[src/rtl/menu_overlay_nav_pkg.sv]
// Shared definitions for the menu overlay: character codes, glyph cell size, fixed text tuples.
// Pure constants/functions, no latency.
// Not applicable (no handshake).
package menu_overlay_nav_pkg;

  // Character codes understood by the glyph generator (A=0..Z=25, digits 26..35)
  localparam logic [5:0] CH_A = 6'd0,  CH_C = 6'd2,  CH_D = 6'd3,  CH_E = 6'd4;
  localparam logic [5:0] CH_F = 6'd5,  CH_G = 6'd6,  CH_H = 6'd7,  CH_I = 6'd8;
  localparam logic [5:0] CH_K = 6'd10, CH_L = 6'd11, CH_M = 6'd12, CH_N = 6'd13;
  localparam logic [5:0] CH_O = 6'd14, CH_R = 6'd17, CH_S = 6'd18, CH_T = 6'd19;
  localparam logic [5:0] CH_U = 6'd20, CH_V = 6'd21, CH_W = 6'd22, CH_X = 6'd23;
  localparam logic [5:0] CH_0 = 6'd26, CH_COLON = 6'd36, CH_SPACE = 6'd37;

  // Default geometry
  localparam int ROW_PITCH_DEF  = 24;
  localparam int CHAR_PITCH_DEF = 15;
  localparam int LABEL_DX       = 55;   // labels start this far right of the ON/OFF text
  localparam int CURSOR_DX      = 20;   // cursor marker sits this far left of the ON/OFF text
  localparam int CLOCK_Y        = 960;  // y of the HH:MM row

  // Character slots along a scanline: 0..3 text columns, 4..7 label, 8..12 clock
  localparam int SLOT_LABEL0 = 4;
  localparam int SLOT_CLOCK0 = 8;
  localparam int N_SLOTS     = 13;

  // Four-char tuples, char 0 in the LSBs
  localparam logic [23:0] ON_CODES    = {CH_SPACE, CH_SPACE, CH_N, CH_O};
  localparam logic [23:0] OFF_CODES   = {CH_SPACE, CH_F, CH_F, CH_O};
  localparam logic [23:0] TITLE_CODES = {CH_U, CH_N, CH_E, CH_M};

  // Labels for up to 8 rows, row 0 in the LSBs: AXIS GRID TICK WAVE CURS TRIG SCAL HOLD
  localparam logic [191:0] DEFAULT_LABELS = {
    {CH_D, CH_L, CH_O, CH_H}, {CH_L, CH_A, CH_C, CH_S},
    {CH_G, CH_I, CH_R, CH_T}, {CH_S, CH_R, CH_U, CH_C},
    {CH_E, CH_V, CH_A, CH_W}, {CH_K, CH_C, CH_I, CH_T},
    {CH_D, CH_I, CH_R, CH_G}, {CH_S, CH_I, CH_X, CH_A}};

  // Which vertical band of the menu the current scanline falls in
  typedef enum logic [1:0] {BAND_NONE, BAND_TITLE, BAND_ROW, BAND_CLOCK} band_e;

  function automatic logic [5:0] pick6(input logic [23:0] v, input logic [1:0] i);
    return v[int'(i)*6 +: 6];
  endfunction

endpackage

[src/rtl/menu_overlay_nav_glyph.sv]
// Glyph generator: 8x8 cell, lit pixels are a code-dependent diagonal stripe pattern.
// Combinational, zero latency.
// No handshake.
module menu_overlay_nav_glyph
  import menu_overlay_nav_pkg::*;
(
  input  logic       i_en,
  input  logic [5:0] i_code,
  input  logic [2:0] i_gx,
  input  logic [2:0] i_gy,
  output logic       o_hit
);

  logic [7:0] w_pat;
  logic [2:0] w_idx;

  // Pattern byte is the code with two always-on bits; the diagonal index walks it
  assign w_pat = {i_code, 2'b11};
  assign w_idx = i_gx + i_gy;
  assign o_hit = i_en && (i_code != CH_SPACE) && w_pat[w_idx];

endmodule

[src/rtl/menu_overlay_nav.sv]
// Interactive menu overlay: cursor/toggle control plus a 2-stage pixel flag pipeline.
// Pixel flags appear 2 CLK_VGA cycles after the coordinates; control updates next cycle.
// No backpressure: one pixel per clock, button pulses consumed when Menu_Sw=1.
module menu_overlay_nav
  import menu_overlay_nav_pkg::*;
#(
  parameter int                     N_ITEMS    = 5,
  parameter logic [N_ITEMS-1:0]     ITEM_RESET = N_ITEMS'(5'b01111),
  parameter logic [N_ITEMS*24-1:0]  LABELS     = DEFAULT_LABELS[N_ITEMS*24-1:0],
  parameter int                     MENU_X0    = 1040,
  parameter int                     MENU_Y0    = 640,
  parameter int                     TEXT_X0    = 1105,
  parameter int                     ROW_Y0     = 688,
  parameter int                     ROW_PITCH  = ROW_PITCH_DEF,
  parameter int                     CHAR_PITCH = CHAR_PITCH_DEF
) (
  input  logic               CLK_VGA,
  input  logic               RESET,
  input  logic [11:0]        VGA_HORZ_COORD,
  input  logic [11:0]        VGA_VERT_COORD,
  input  logic               Menu_Sw,
  input  logic               Btn_Up,
  input  logic               Btn_Down,
  input  logic               Btn_Sel,
  input  logic [23:0]        Clock_Time,
  output logic [N_ITEMS-1:0] Item_On,
  output logic [2:0]         Cursor_Idx,
  output logic               Menu_Box,
  output logic               Menu_Border,
  output logic               Menu_Text,
  output logic               Menu_Cursor
);

  localparam logic [11:0] L_MENU_X0 = 12'(MENU_X0);
  localparam logic [11:0] L_MENU_Y0 = 12'(MENU_Y0);
  localparam logic [11:0] L_CLOCK_Y = 12'(CLOCK_Y);
  localparam logic [11:0] L_CUR_X0  = 12'(TEXT_X0 - CURSOR_DX);
  localparam logic [2:0]  L_LAST    = 3'(N_ITEMS - 1);

  function automatic logic [11:0] row_y0(input int k);
    return 12'(ROW_Y0 + k * ROW_PITCH);
  endfunction

  function automatic logic [11:0] slot_x0(input int s);
    if (s < SLOT_LABEL0)      return 12'(TEXT_X0 + s * CHAR_PITCH);
    else if (s < SLOT_CLOCK0) return 12'(TEXT_X0 + LABEL_DX + (s - SLOT_LABEL0) * CHAR_PITCH);
    else                      return 12'(MENU_X0 + (s - SLOT_CLOCK0) * CHAR_PITCH);
  endfunction

  logic [N_ITEMS-1:0] r_item_on;
  logic [2:0]         r_cursor;

  // Control: cursor move with wrap, Sel toggles the row under the cursor before any move
  always_ff @(posedge CLK_VGA) begin
    if (RESET) begin
      r_item_on <= ITEM_RESET;
      r_cursor  <= '0;
    end else if (Menu_Sw) begin
      if (Btn_Sel)
        r_item_on <= r_item_on ^ (N_ITEMS'(1) << r_cursor);
      if (Btn_Up && !Btn_Down)
        r_cursor <= (r_cursor == 3'd0) ? L_LAST : r_cursor - 3'd1;
      else if (Btn_Down && !Btn_Up)
        r_cursor <= (r_cursor == L_LAST) ? 3'd0 : r_cursor + 3'd1;
    end
  end

  assign Item_On    = r_item_on;
  assign Cursor_Idx = r_cursor;

  // ---------------- S1: band/row and slot decode by compare chains ----------------
  band_e      w_band;
  logic [2:0] w_row, w_gy, w_gx;
  logic [3:0] w_slot;
  logic       w_slot_vld, w_box, w_border;

  assign w_box    = (VGA_HORZ_COORD >= L_MENU_X0) && (VGA_VERT_COORD >= L_MENU_Y0);
  assign w_border = w_box && ((VGA_HORZ_COORD <= L_MENU_X0 + 12'd2) ||
                              (VGA_VERT_COORD <= L_MENU_Y0 + 12'd2));

  // Vertical band and row index, then the character slot valid for that band
  always_comb begin
    w_band = BAND_NONE;
    w_row  = '0;
    w_gy   = '0;
    if (VGA_VERT_COORD >= L_MENU_Y0 && VGA_VERT_COORD < L_MENU_Y0 + 12'd8) begin
      w_band = BAND_TITLE;
      w_gy   = 3'(VGA_VERT_COORD - L_MENU_Y0);
    end
    if (VGA_VERT_COORD >= L_CLOCK_Y && VGA_VERT_COORD < L_CLOCK_Y + 12'd8) begin
      w_band = BAND_CLOCK;
      w_gy   = 3'(VGA_VERT_COORD - L_CLOCK_Y);
    end
    for (int k = 0; k < N_ITEMS; k++) begin
      if (VGA_VERT_COORD >= row_y0(k) && VGA_VERT_COORD < row_y0(k) + 12'd8) begin
        w_band = BAND_ROW;
        w_row  = 3'(k);
        w_gy   = 3'(VGA_VERT_COORD - row_y0(k));
      end
    end
    w_slot     = '0;
    w_slot_vld = 1'b0;
    w_gx       = '0;
    // Clock slots overlap the text columns in x, so only the band's own slots are decoded
    for (int s = 0; s < N_SLOTS; s++) begin
      if (((s >= SLOT_CLOCK0) == (w_band == BAND_CLOCK)) &&
          VGA_HORZ_COORD >= slot_x0(s) && VGA_HORZ_COORD < slot_x0(s) + 12'd8) begin
        w_slot     = 4'(s);
        w_slot_vld = 1'b1;
        w_gx       = 3'(VGA_HORZ_COORD - slot_x0(s));
      end
    end
  end

  logic [11:0] r_s1_x, r_s1_y;
  band_e       r_s1_band;
  logic [2:0]  r_s1_row, r_s1_gx, r_s1_gy;
  logic [3:0]  r_s1_slot;
  logic        r_s1_slot_vld, r_s1_box, r_s1_border, r_s1_sw;

  // S1 register stage
  always_ff @(posedge CLK_VGA) begin
    if (RESET) begin
      r_s1_x <= '0; r_s1_y <= '0; r_s1_band <= BAND_NONE; r_s1_row <= '0;
      r_s1_gx <= '0; r_s1_gy <= '0; r_s1_slot <= '0; r_s1_slot_vld <= 1'b0;
      r_s1_box <= 1'b0; r_s1_border <= 1'b0; r_s1_sw <= 1'b0;
    end else begin
      r_s1_x <= VGA_HORZ_COORD; r_s1_y <= VGA_VERT_COORD; r_s1_band <= w_band;
      r_s1_row <= w_row; r_s1_gx <= w_gx; r_s1_gy <= w_gy; r_s1_slot <= w_slot;
      r_s1_slot_vld <= w_slot_vld; r_s1_box <= w_box; r_s1_border <= w_border;
      r_s1_sw <= Menu_Sw;
    end
  end

  // ---------------- S2: character select, glyph hit, cursor ----------------
  logic [5:0]  w_code;
  logic        w_en, w_on, w_hit, w_cur_hit;
  logic [23:0] w_label;
  logic [11:0] w_cur_y0;

  assign w_on     = |(r_item_on & (N_ITEMS'(1) << r_s1_row));
  assign w_cur_y0 = 12'(ROW_Y0 + int'(r_cursor) * ROW_PITCH + 4);
  assign w_cur_hit = (r_s1_x >= L_CUR_X0) && (r_s1_x < L_CUR_X0 + 12'd8) &&
                     (r_s1_y >= w_cur_y0) && (r_s1_y < w_cur_y0 + 12'd8);

  // Pick the character under the pixel from live toggle state, labels or clock input
  always_comb begin
    w_label = '0;
    for (int k = 0; k < N_ITEMS; k++)
      if (r_s1_row == 3'(k)) w_label = LABELS[k*24 +: 24];
    w_code = CH_SPACE;
    w_en   = 1'b0;
    if (r_s1_slot_vld) begin
      case (r_s1_band)
        BAND_TITLE: if (r_s1_slot < 4'd4) begin
          w_code = pick6(TITLE_CODES, 2'(r_s1_slot));
          w_en   = 1'b1;
        end
        BAND_ROW: if (r_s1_slot < 4'd3) begin
          w_code = pick6(w_on ? ON_CODES : OFF_CODES, 2'(r_s1_slot));
          w_en   = 1'b1;
        end else if (r_s1_slot >= 4'd4 && r_s1_slot < 4'd8) begin
          w_code = pick6(w_label, 2'(r_s1_slot - 4'd4));
          w_en   = 1'b1;
        end
        BAND_CLOCK: begin
          w_en = 1'b1;
          case (r_s1_slot)
            4'd8:    w_code = Clock_Time[23:18];
            4'd9:    w_code = Clock_Time[17:12];
            4'd10:   w_code = CH_COLON;
            4'd11:   w_code = Clock_Time[11:6];
            default: w_code = Clock_Time[5:0];
          endcase
        end
        default: w_en = 1'b0;
      endcase
    end
  end

  menu_overlay_nav_glyph u_glyph (
    .i_en   (w_en),
    .i_code (w_code),
    .i_gx   (r_s1_gx),
    .i_gy   (r_s1_gy),
    .o_hit  (w_hit)
  );

  // S2 register stage: flags gated by the Menu_Sw that travelled with the pixel
  always_ff @(posedge CLK_VGA) begin
    if (RESET) begin
      Menu_Box <= 1'b0; Menu_Border <= 1'b0; Menu_Text <= 1'b0; Menu_Cursor <= 1'b0;
    end else begin
      Menu_Box    <= r_s1_sw & r_s1_box;
      Menu_Border <= r_s1_sw & r_s1_border;
      Menu_Text   <= r_s1_sw & w_hit;
      Menu_Cursor <= r_s1_sw & w_cur_hit;
    end
  end

endmodule

[config.mk]
export PLATFORM = sky130hd
export DESIGN_NAME = menu_overlay_nav
export DESIGN_NICKNAME = d
export VERILOG_FILES = /design/src/rtl/menu_overlay_nav_pkg.sv /design/src/rtl/menu_overlay_nav_glyph.sv /design/src/rtl/menu_overlay_nav.sv
export SDC_FILE = /design/constraint.sdc
export NUM_CORES = 1
export LEC_CHECK = 0
export BUFFER_PORTS_ARGS = -buffer_cell sky130_fd_sc_hd__buf_2
export CAP_MARGIN = 20
export CORE_ASPECT_RATIO = 0.75
export CORE_MARGIN = 2
export CORE_UTILIZATION = 40
export DETAILED_ROUTE_END_ITERATION = 6
export MAX_ROUTING_LAYER = met4
export PLACE_DENSITY = 0.57
export REMOVE_ABC_BUFFERS = 1
export SLEW_MARGIN = 20
export SYNTH_ARGS = -nofsm -noshare
export SYNTH_HDL_FRONTEND = slang
export SYNTH_HIERARCHICAL = 1
export SYNTH_SLANG_ARGS = --single-unit
[constraint.sdc]
create_clock -name CLK_VGA -period 3.2 [get_ports CLK_VGA]
set_clock_uncertainty 0.1 [all_clocks]
set_input_delay 0.32 -clock CLK_VGA [delete_from_list [all_inputs] [get_ports CLK_VGA]]
set_output_delay 0.32 -clock CLK_VGA [all_outputs]
set_load 0.02 [all_outputs]
==> metrics <==
status finished clean; PortBufs 65; vias in the first global route 3685; Final setup viols 0; Synth Area in Simple Gates 0.3167; leak pwr 1.984 nW; cell family with most CP delay multiplexers; R2R depth 11; hold path depth 2; gr usage total 0.2065; Seq/Total Area, Yosys 0.2464; largest net degree at the start of global routing 47; met1 GRT Util 0.3149; Compound-Gate Fraction of Synth Area 0.2144; share of layout cells above drive strength 1 0.1780; VDD IR-drop max 0.0002123 V; Netlist cell types 80; Remaining DRCs 0; Multi-input gate area 0.003053 mm^2; CTS tree yes; commonest non-fill, non-tap cell in the layout buf_2; Core ar. 0.01037 mm^2; Inserted Clock Buffers 5; Worst R2R End Menu_Text; Hold Crit Endpoint r_s1_gy[1]; Setup WS post-layout 0.2619 ns; DP Wirelength 9077 um; first-pass GRT wire length 18660 um; CP bufs+invs 0; Hold Path Class input port to flop; Crit Reg-Reg Startpoint r_s1_row[0]; Pwr per Cell Area 343.6 mW/mm^2; main flop type after synthesis dfxtp_1; Setup WS pre-CTS 0.1782 ns; Crit Path Category flop to flop; Overflow after GRT 0; Routed Antenna Nets 0; first drt pass iteration count 5; relative slew slack 0.4492; largest family of logic cells by synthesized area simple AND/OR/NAND/NOR gates; synthesized cell area 0.004307 mm^2; initial antenna violation count 1; wirelength, routed 11600 um; final RePlAce weighted congestion 0.9479; Post-Synth Adder-Cell Area 0.1081; Hold Crit Start VGA_VERT_COORD[1]; YS warnings 6; die height 93.86 um; fin crit share 0.9182; CP Data Arrival Time 3.03 ns; Slowest cell on crit path mux4_2; Initial Utilization 0.4153; Synth Register Bits 53; routed via count 4142; H-Tree Depth 2; via/cell ratio 5.697; crit-path cells mux4_2 -> nor2b_1 -> a31oi_1 -> nand2_1 -> a311oi_1 -> a21oi_1 -> nand2b_1 -> mux4_2 -> nor2_1 -> a211oi_2 -> and2_1; CP Capture Type flop; XOR/XNOR Fraction of Synth Area 0.02789; CP Max Fanout 7; Area Growth Syn to Fin 14.00%; Crit path largest cell delay 0.52 ns; CP Launch Type flop; clock-pin transition on the worst setup and hold timing paths 0.07 ns; Crit path required time 3.29 ns; met3 usage 0.02973; Nets 679; Worst Max-Slew Pin Slew 0.8262 ns; Filler cells 1027; I/O pins 66; worst skew pair latency 0.29 ns; setup repair after global routing missed its margin false; Post-synth EDFFs 0; initial DRC count 328; total die area 0.01162 mm^2; Critical path origin r_s1_row[0]; Num Clock Sinks 53; pins over their slew limit 0; Stages on worst setup path 11; clock period minus final worst setup slack 2.938 ns; Reg area 0.001062 mm^2; Peak Freq 0.3404 GHz; FP Rows 32; WL/cell 15.95 um; CTS Buffer Depth 2; max-cap viol count 0; Setup TNS 0 ns; CP most frequent cell mux4_2; Clock Tree Root clkbuf_16; fraction of synthesized area in multiplexers 0.03719; Synth async-reset ratio 0; Post-Syn Instances 540; r2r setup slk 0.26 ns; endpoints failing hold 0; Die X 123.8 um; most frequent cells in the layout buf_2, dfxtp_1, nor2_1; synthesized area per cell 7.975 um^2; busiest grt layer met1; met2 global-route usage 0.2848
-- flip-flops by register name (all words and copies together) (netlist names), 2 cells and up --
register,cells
r_s1_x,12
r_s1_y,10
Item_On,5
r_s1_slot,4
Cursor_Idx,3
r_s1_gx,3
r_s1_gy,3
r_s1_row,3
r_s1_band,2
-- final cells by class --
type,count,share of cell area
diodes,1,0.0005097
inverters,22,0.01682
multi-input cells,434,0.6218
clock buffers,5,0.02548
clock inverters,3,0.005861
repair buffers,73,0.07849
well taps,136,0.03466
flip-flops and latches,53,0.2164
-- per-layer routing --
layer | up-vias | share of wire
li1 | 2074 | -
met1 | 1913 | 0.50
met2 | 145 | 0.43
met3 | 10 | 0.063
met4 | 0 | 0.010
met5 | - | 0
-- per-stage QoR --
stage / cells / util / total power (W) / instance area (um^2) / hold WS, ns
after global placement: 718 / 0.4563 / 0.001122 / 4732 / 0.3291
after floorplan: 509 / - / 0.0009755 / 4177 / 0.2867
after CTS: 726 / 0.4712 / 0.001690 / 4886 / 0.1355
after detailed placement: 718 / 0.4563 / 0.001128 / 4732 / 0.3369
final: 727 / 0.4735 / 0.001687 / 4910 / 0.1381
after global routing: 727 / 0.4735 / 0.001783 / 4910 / 0.1455
-- cells by family (layout without fill, tap and decap cells) --
| logic type | count (synthesis) | count (layout) |
|---|---|---|
| AO/OA/AOI/OAI | 137 | 137 |
| flip-flops | 53 | 53 |
| adder cells (fa/ha/maj) | 36 | 36 |
| AND/OR/NAND/NOR | 236 | 236 |
| other | 0 | 1 |
| XOR/XNOR | 12 | 12 |
| buffers and inverters | 53 | 103 |
| multiplexers | 13 | 13 |
-- Yosys cell counts, drive strengths merged, types with 4 or more instances --
cell type   n  area [um^2]
mux2        4        45.04
a21oi      34        170.2
nor2       46        172.7
a31oi       8        50.05
o211ai      7        52.55
nor3       21        105.1
nor4       15        118.9
mux2i       7        70.07
nor2b      34        212.7
nand3      16        80.08
xor2        6        52.55
dfxtp      53         1061
a21o        5        37.54
ha         34        425.4
nor3b       7        52.55
o21ai      27        135.1
nand2b      8        50.05
nor4b       6        80.08
xnor2       5        43.79
o21a        7        52.55
inv        22        82.58
o31ai       6        45.04
nand2      36        135.1
clkbuf     25        93.84
buf         6        36.29
a211oi      6        50.05
nand4       7        43.79
and2       12        75.08
and3        5        31.28
-- worst max path at each step --
stage                        to  slack [ns]
global placement    Menu_Cursor        0.31
detailed placement  Menu_Cursor        0.18
CTS                 Menu_Cursor        0.16
global route        Menu_Cursor        0.05
floorplan           Menu_Cursor        0.21
finish                Menu_Text        0.26
-- what timing repair did --
item / 4_1_cts / 5_1_grt
buffers inserted: 0 / 0
setup endpoints to repair: 0 / 1
gates resized for setup: 0 / 5
hold buffers: 0 / 0
-- power by group --
| group | switching, W | internal, W |
|---|---|---|
| combinational | 0.000238 | 0.000179 |
| sequential | 0.0000205 | 0.000688 |
| clock | 0.000259 | 0.000302 |
| total | 0.000518 | 0.00117 |
No activity file was read; power rests on OpenSTA's default activity.
